==> config.mk <==
export PLATFORM = sky130hd
export DESIGN_NAME = mux_rr_arbiter_flat
export DESIGN_NICKNAME = d
export VERILOG_FILES = /design/src/rtl/mux_rr_arbiter_if.sv /design/src/rtl/mux_rr_arbiter.sv /design/src/flat_wrapper.sv
export SDC_FILE = /design/constraint.sdc
export NUM_CORES = 1
export LEC_CHECK = 0
export CORE_UTILIZATION = 42
export CTS_CLUSTER_SIZE = 25
export DETAILED_ROUTE_END_ITERATION = 7
export PLACE_DENSITY = 0.63
export RECOVER_POWER = 100
export SLEW_MARGIN = 15
export SYNTH_ARGS = -nofsm -noshare
export SYNTH_HDL_FRONTEND = slang
export SYNTH_SLANG_ARGS = --single-unit
==> constraint.sdc <==
create_clock -name clk -period 7.04 [get_ports clk]
set_clock_uncertainty 0.1 [all_clocks]
set_input_delay 0.704 -clock clk [delete_from_list [all_inputs] [get_ports clk]]
set_output_delay 0.704 -clock clk [all_outputs]
set_load 0.1 [all_outputs]
==> src/rtl/mux_rr_arbiter_if.sv <==
// Handshake bundle between the requester bank and the 8:1 mux arbiter.
// Latency: none (wires only).
// Backpressure: requesters hold req until granted; ownership ends on done or req drop.
interface mux_rr_arbiter_if #(
  parameter int N_REQ = 8,
  parameter int SEL_W = 3
);
  logic [N_REQ-1:0] req;
  logic             done;
  logic [SEL_W-1:0] sel;
  logic [N_REQ-1:0] grant;
  logic             busy;
  logic             timeout;

  // Requester bank side
  modport master (
    output req, done,
    input  sel, grant, busy, timeout
  );

  // Arbiter side
  modport slave (
    input  req, done,
    output sel, grant, busy, timeout
  );
endinterface

==> src/rtl/mux_rr_arbiter.sv <==
// Round-robin owner of the shared 8:1 one-bit mux; drives registered select/grant/busy.
// Latency: 1 cycle req->grant; 1 cycle release->idle; one idle bubble between owners.
// Backpressure: requests seen in GRANT wait for IDLE; no preemption.
// Optional forced release after HOLD_MAX cycles when MUX_ARB_TIMEOUT_EN is defined.
module mux_rr_arbiter #(
  parameter int N_REQ    = 8,
  parameter int SEL_W    = 3,
  parameter int HOLD_MAX = 16
) (
  input  logic              clk,
  input  logic              rst,
  mux_rr_arbiter_if.slave   bus
);

`ifdef MUX_ARB_TIMEOUT_EN
  localparam bit TO_EN = 1'b1;
`else
  localparam bit TO_EN = 1'b0;
`endif

  typedef enum logic {
    IDLE  = 1'b0,
    GRANT = 1'b1
  } state_t;

  state_t           state_q;
  logic [SEL_W-1:0] sel_q;
  logic [N_REQ-1:0] grant_q;
  logic             busy_q;
  logic             timeout_q;
  logic [SEL_W-1:0] ptr_q;
  logic [7:0]       hold_cnt_q;

  logic [SEL_W-1:0] sel_d;
  logic             any_req;
  logic             release_c;
  logic             force_rel;

  // Rotating priority search: walk from the far end back to ptr so the
  // last hit is the first set bit in search order starting at ptr.
  always_comb begin
    sel_d   = ptr_q;
    any_req = 1'b0;
    for (int i = N_REQ - 1; i >= 0; i--) begin
      if (bus.req[ptr_q + SEL_W'(i)]) begin
        sel_d   = ptr_q + SEL_W'(i);
        any_req = 1'b1;
      end
    end
  end

  // Owner gives up the mux on done or by dropping its request; the hold
  // limit only forces a release when the owner is not already leaving.
  always_comb begin
    release_c = bus.done | ~bus.req[sel_q];
    force_rel = TO_EN & (hold_cnt_q == 8'(HOLD_MAX - 1)) & ~release_c;
  end

  // Arbiter FSM with all outputs registered; sel only moves on a new grant.
  always_ff @(posedge clk or posedge rst) begin
    if (rst) begin
      state_q    <= IDLE;
      sel_q      <= '0;
      grant_q    <= '0;
      busy_q     <= 1'b0;
      timeout_q  <= 1'b0;
      ptr_q      <= '0;
      hold_cnt_q <= '0;
    end else begin
      timeout_q <= 1'b0;
      case (state_q)
        IDLE: begin
          if (any_req) begin
            state_q    <= GRANT;
            sel_q      <= sel_d;
            grant_q    <= {{(N_REQ-1){1'b0}}, 1'b1} << sel_d;
            busy_q     <= 1'b1;
            hold_cnt_q <= '0;
          end
        end
        GRANT: begin
          if (release_c | force_rel) begin
            state_q   <= IDLE;
            grant_q   <= '0;
            busy_q    <= 1'b0;
            ptr_q     <= sel_q + 1'b1;
            timeout_q <= force_rel;
          end else if (hold_cnt_q != 8'hFF) begin
            hold_cnt_q <= hold_cnt_q + 8'd1;
          end
        end
        default: state_q <= IDLE;
      endcase
    end
  end

  assign bus.sel     = sel_q;
  assign bus.grant   = grant_q;
  assign bus.busy    = busy_q;
  assign bus.timeout = timeout_q;

endmodule

==> src/flat_wrapper.sv <==
// flat-port wrapper written by rule: the top's interface ports become plain ports
module mux_rr_arbiter_flat 
#(
  parameter int N_REQ    = 8,
  parameter int SEL_W    = 3,
  parameter int HOLD_MAX = 16
)
  (clk, rst, bus_req, bus_done, bus_sel, bus_grant, bus_busy, bus_timeout);
  mux_rr_arbiter_if #(.N_REQ(N_REQ), .SEL_W(SEL_W)) bus_i ();
  input  logic clk;
  input  logic rst;
  input wire logic [$bits(bus_i.req)-1:0] bus_req;
  input wire logic [$bits(bus_i.done)-1:0] bus_done;
  output wire logic [$bits(bus_i.sel)-1:0] bus_sel;
  output wire logic [$bits(bus_i.grant)-1:0] bus_grant;
  output wire logic [$bits(bus_i.busy)-1:0] bus_busy;
  output wire logic [$bits(bus_i.timeout)-1:0] bus_timeout;
  assign bus_i.req = bus_req;
  assign bus_i.done = bus_done;
  assign bus_sel = bus_i.sel;
  assign bus_grant = bus_i.grant;
  assign bus_busy = bus_i.busy;
  assign bus_timeout = bus_i.timeout;
  mux_rr_arbiter #(.N_REQ(N_REQ), .SEL_W(SEL_W), .HOLD_MAX(HOLD_MAX)) u_core (.clk(clk), .rst(rst), .bus(bus_i));
endmodule
# ---- After elaboration in Yosys (flattened, before gate mapping)
# Cells that the tools add are included.
dict set report op_classes {
  n_mul 0
  eq_ne 2
  n_div 0
  bitwise_logic 3
  muxes 43
  shift 1
  n_addsub 8
  magnitude_cmp 9
  reduce_logical 3
}
# op n
set ops {}
lappend ops {{< comparator 3 x 4 -> 1 bit (second input constant)} 9}
lappend ops {{binary-select mux 1 bit (select 3 bit)} 9}
lappend ops {{two-way mux 3 bit} 8}
lappend ops {{two-way mux 1 bit} 21}
lappend ops {{two-way mux 8 bit} 2}
lappend ops {{one-hot mux 8 bit (2 select lines)} 1}
lappend ops {{adder 3 bit (second input constant)} 4}
lappend ops {{left shift 1 x 3 -> 8 bit (first input constant)} 1}
lappend ops {{adder 3 x 1 -> 3 bit (second input constant)} 2}
lappend ops {{adder 3 x 2 -> 3 bit (second input constant)} 2}
lappend ops {{AND reduction 2 bit} 3}
lappend ops {{one-hot mux 1 bit (2 select lines)} 2}
lappend ops {{!= test 2 x 1 -> 1 bit (second input constant)} 1}
lappend ops {{!= test 2 bit (second input constant)} 1}
lappend ops {{NOT 1 bit} 2}
lappend ops {{bitwise OR 1 bit} 1}
dict set report totals {
  ram_bits 0
  romBits 0
  wordCells 74
  latch_bits 0
  ff_bits 16
  out_inout_bits 13
  memories 0
  in_bits 11
}

# ---- Depth between registers and ports, before layout
dict set report depth {
  ltp_word 14
  depth_mapped 12
  depth_no_buf 8
}

# ---- Least setup slack after synthesis
# Ideal clock, no wire load.
dict set report synth_path {
  path_type {flip-flop to flip-flop}
  start {register u_core.ptr_q[1]}
  end {register u_core.grant_q[0], in the netlist u_core.bus.grant[0]}
  stages_incl_launch_ff 12
  setup_slack_ps 3527
  setup_time_ps 123
  arrival_time_ps 3290
  n_path_buf 3
  path_cell_list {dfrtp_1 buf_2 buf_2 inv_1 ha_1 clkbuf_1 mux4_2 mux2_2 and3_1 o311a_1 o41a_1 a32o_1}
}
dict set report synth_via {
  elab_chain_len 14
  word_cells_on_any_way 44
  classes_between {7 x add/sub; 1 x eq/ne; 1 x shift; 34 x mux; 1 x reduce/logical}
}
# element line_no
set synth_lines {}
lappend synth_lines {{start: declaration} mux_rr_arbiter.sv:31} ;# logic [SEL_W-1:0] ptr_q;
lappend synth_lines {{start signal: assignment} mux_rr_arbiter.sv:86} ;# ptr_q <= sel_q + 1'b1;
lappend synth_lines {{adder 3 bit} {mux_rr_arbiter.sv:45, mux_rr_arbiter.sv:46}}
lappend synth_lines {{binary-select mux 1 bit (select 3 bit)} mux_rr_arbiter.sv:45} ;# if (bus.req[ptr_q + SEL_W'(i)]) begin
lappend synth_lines {{two-way mux 1 bit (not written as such)} mux_rr_arbiter.sv:45}
lappend synth_lines {{two-way mux 3 bit (8 in series)} mux_rr_arbiter.sv:45}
lappend synth_lines {{left shift 1 x 3 -> 8 bit} mux_rr_arbiter.sv:76} ;# grant_q <= {{(N_REQ-1){1'b0}}, 1'b1} << sel_d;
lappend synth_lines {{two-way mux 8 bit} mux_rr_arbiter.sv:73} ;# if (any_req) begin
lappend synth_lines {{one-hot mux 8 bit (2 select lines)} mux_rr_arbiter.sv:71} ;# case (state_q)
lappend synth_lines {{end signal: assignment} mux_rr_arbiter.sv:76}
lappend synth_lines {{end: declaration} mux_rr_arbiter.sv:28} ;# logic [N_REQ-1:0] grant_q;
# Several ways; a longest one is shown, not always the timed one. The select of a mux whose other input is x is not followed.
# A chain may end at the register's enable or synchronous reset.

# ---- Worst setup path after layout
dict set report layout_path {
  start {register u_core.ptr_q[1]}
  end {register u_core.grant_q[7], in the netlist u_core.bus.grant[7]}
}
# The elaborated chain is that of the path after synthesis.

==> impl_metrics.ini <==
[sta]
max_freq_mhz = 253
hold_viol_final = 0
setup_tns_ns = 0
rsz0062_at_grt = false
worst_slew_pin_slew_ns = 0.985
setup_viol = 0
slew_headroom_pct = 34.1
min_period_over_period_pct = 56.2
drv_slew = 0
fin_crit_ns = 3.96

[setup_path]
critPathTopFamily = compound AO/OA/AOI/OAI gates
crit_fanout = 17
critPathKind = flop to flop
crit_buf_inv = 1
r2r_start = u_core.ptr_q[1]
critPathCaptureType = flop
cp.depth = 8
worstPathCellList = inv_1 -> ha_1 -> mux4_2 -> mux2_1 -> and3_1 -> o311a_1 -> o41a_1 -> o31ai_1
r2r_cells = 8
worstSetupEndpoint = u_core.bus.grant[7]
required_ns = 7.10
slowest_delay_ns = 0.81
cp-start-kind = flop
timing.rr.end = u_core.bus.grant[7]
arrival_ns = 4.01
startpoint = u_core.ptr_q[1]
r2r_setup_slack_ns = 3.08
crit_slowest_cell = dfrtp_1

[floorplanning]
coreArea_um2 = 3470
rows = 21
die_h_um = 63.1
io-pin-count = 24
die_area_um2 = 3980
chipWidth_um = 63.1
start_util_pct = 45.2

[placement]
dp_hpwl_mm = 3.04
portBuffers = 22
routabilityCongestion = 0.847

[finish]
fillers = 343
nets = 185
area_delta_synth_final_pct = 17.2
layout-drive-gt1-share_pct = 15.3
antenna_cells = 0

[route]
dr.first_iter.drc_count = 125
final_antenna_net_count = 0
via_per_inst = 6.36
vias = 1373
drt-wirelength-per-cell_um = 18.6
drc = 0
first_pass_iters = 4
routed_wl_mm = 4.01

[clocking]
root_buffer = clkbuf_8
cts_buffers = 3
ctsResizeCount = 0
htreeDepth = 1
cts_setup_buffers = 0
ctsHoldBuffers = 0
clk_pin_slew_ns = 0.07
cts_tree = built
clock_sinks = 16
cts_buffer_depth = 2
insertion_delay_ns = 0.26

[yosys]
yosys_register_bits = 16
synthArstFlopShare_pct = 100
yosysTopAreaCell = dfrtp_1
synth_top_area_share_pct = 25.5
synth.area.top_cells = dfrtp_1 26%, mux4_2 20%, mux2i_1 5.1%
syn_area_per_cell_um2 = 10.1
synth_area_um2 = 1570
syn_nets = 169
ys_warn_count = 0
yosysSeqAreaShare_pct = 25.5
synth_ff_type = dfrtp_1
ys_types = 46
synth_cells = 155
synth-edff-count = 0

[global_routing]
gr-total-overflow = 0
grt.total_usage_pct = 21.4
grt_pass1_wl_mm = 6.74
first_global_vias = 1422
grt_max_degree = 20
antenna_found_initial = 0

[run]
cap_violations = 0

[hold_path]
hp-class = flop to flop

[run_status]
status = complete, no violations
==> tightest hold or removal path, cell delays in order, from the launching register on <==
cell     delay (ns)
dfrtp_1        0.34
nand2_1        0.05
nand2_1        0.06
==> area by class of cell <==
class	instances	area, um2	share of cell area, %
Sequential cell	16	400	21.8
Inverter	7	26.3	1.43
Timing Repair Buffer	23	224	12.2
Clock buffer	4	55.1	2.99
Multi-Input combinational cell	120	1080	58.5
Tap cell	46	57.6	3.13
==> per-stage QoR <==
step                      hold slack (ns)  util, %  cell area, um2  instances  setup WS (ns)
after floorplan                     0.381        -            1570        155           3.53
after global placement              0.374     51.6            1790        212           3.30
after detailed placement            0.383     51.6            1790        212           3.15
after CTS                           0.398     53.1            1840        216           3.15
after global routing                0.411     53.0            1840        216           2.85
final                               0.390     53.0            1840        216           3.08
==> flip-flops by register name, summed over array words and instances (netlist names) <==
name,count
u_core.bus.busy,1
u_core.bus.sel,3
u_core.ptr_q,3
u_core.bus.grant,8
u_core.state_q,1
==> worst min path at each step <==
| stage | from | end | slack [ns] | cells past startpoint |
|---|---|---|---|---|
| 5_1_grt | u_core.bus.busy | u_core.bus.busy | 0.41 | 2 |
| 4_1_cts | u_core.bus.grant[1] | u_core.bus.grant[1] | 0.40 | 1 |
| 3_5_place_dp | u_core.bus.grant[1] | u_core.bus.grant[1] | 0.38 | 1 |
| 3_3_place_gp | u_core.bus.busy | u_core.bus.busy | 0.37 | 2 |
| 2_1_floorplan | u_core.state_q | u_core.state_q | 0.38 | 1 |
| 6_report | u_core.bus.busy | u_core.bus.busy | 0.39 | 2 |
==> Yosys cell counts, drive strengths merged, types with 4 or more instances <==
master and instances:
a21oi 6, a32o 4, buf 7, clkbuf 5
dfrtp 16, inv 6, mux2 7, mux2i 8
mux4 14, nand2 10, nand3 6, nor2 6
nor3 6, o21ai 7, o31ai 4, xnor2 4
==> kinds of logic after synthesis <==
logic type,Yosys count,synth area share [%]
adders and majority gates,3,2.39
buffers and inverters,19,5.90
DFF,16,25.5
muxes,29,30.2
and+or+nand+nor,37,11.2
xor gates and xnor gates,7,3.91
other,1,0.239
AOI/OAI and AO/OA,43,20.6
==> per-layer routing <==
metal	global-route usage (%)	wire (um)
met4	8.43	63
met2	36.8	2100
met3	2.54	158
met5	0	0
met1	27.1	1680
==> placed cells by master, fill, tap and decap left out, types with 4 or more instances in the layout <==
master	count
a21oi_1	6
xnor2_1	4
o31ai_1	4
mux2_2	5
nand3_1	6
clkbuf_8	4
nor2_1	6
clkdlybuf4s50_1	8
inv_1	6
mux4_2	14
nor3_1	6
dlygate4sd3_1	14
dfrtp_1	16
o21ai_0	7
nand2_1	10
a32o_1	4
mux2i_1	8
Power is not shown: default switching activity piles up to over one toggle a cycle in this logic, so the estimate is an artifact.
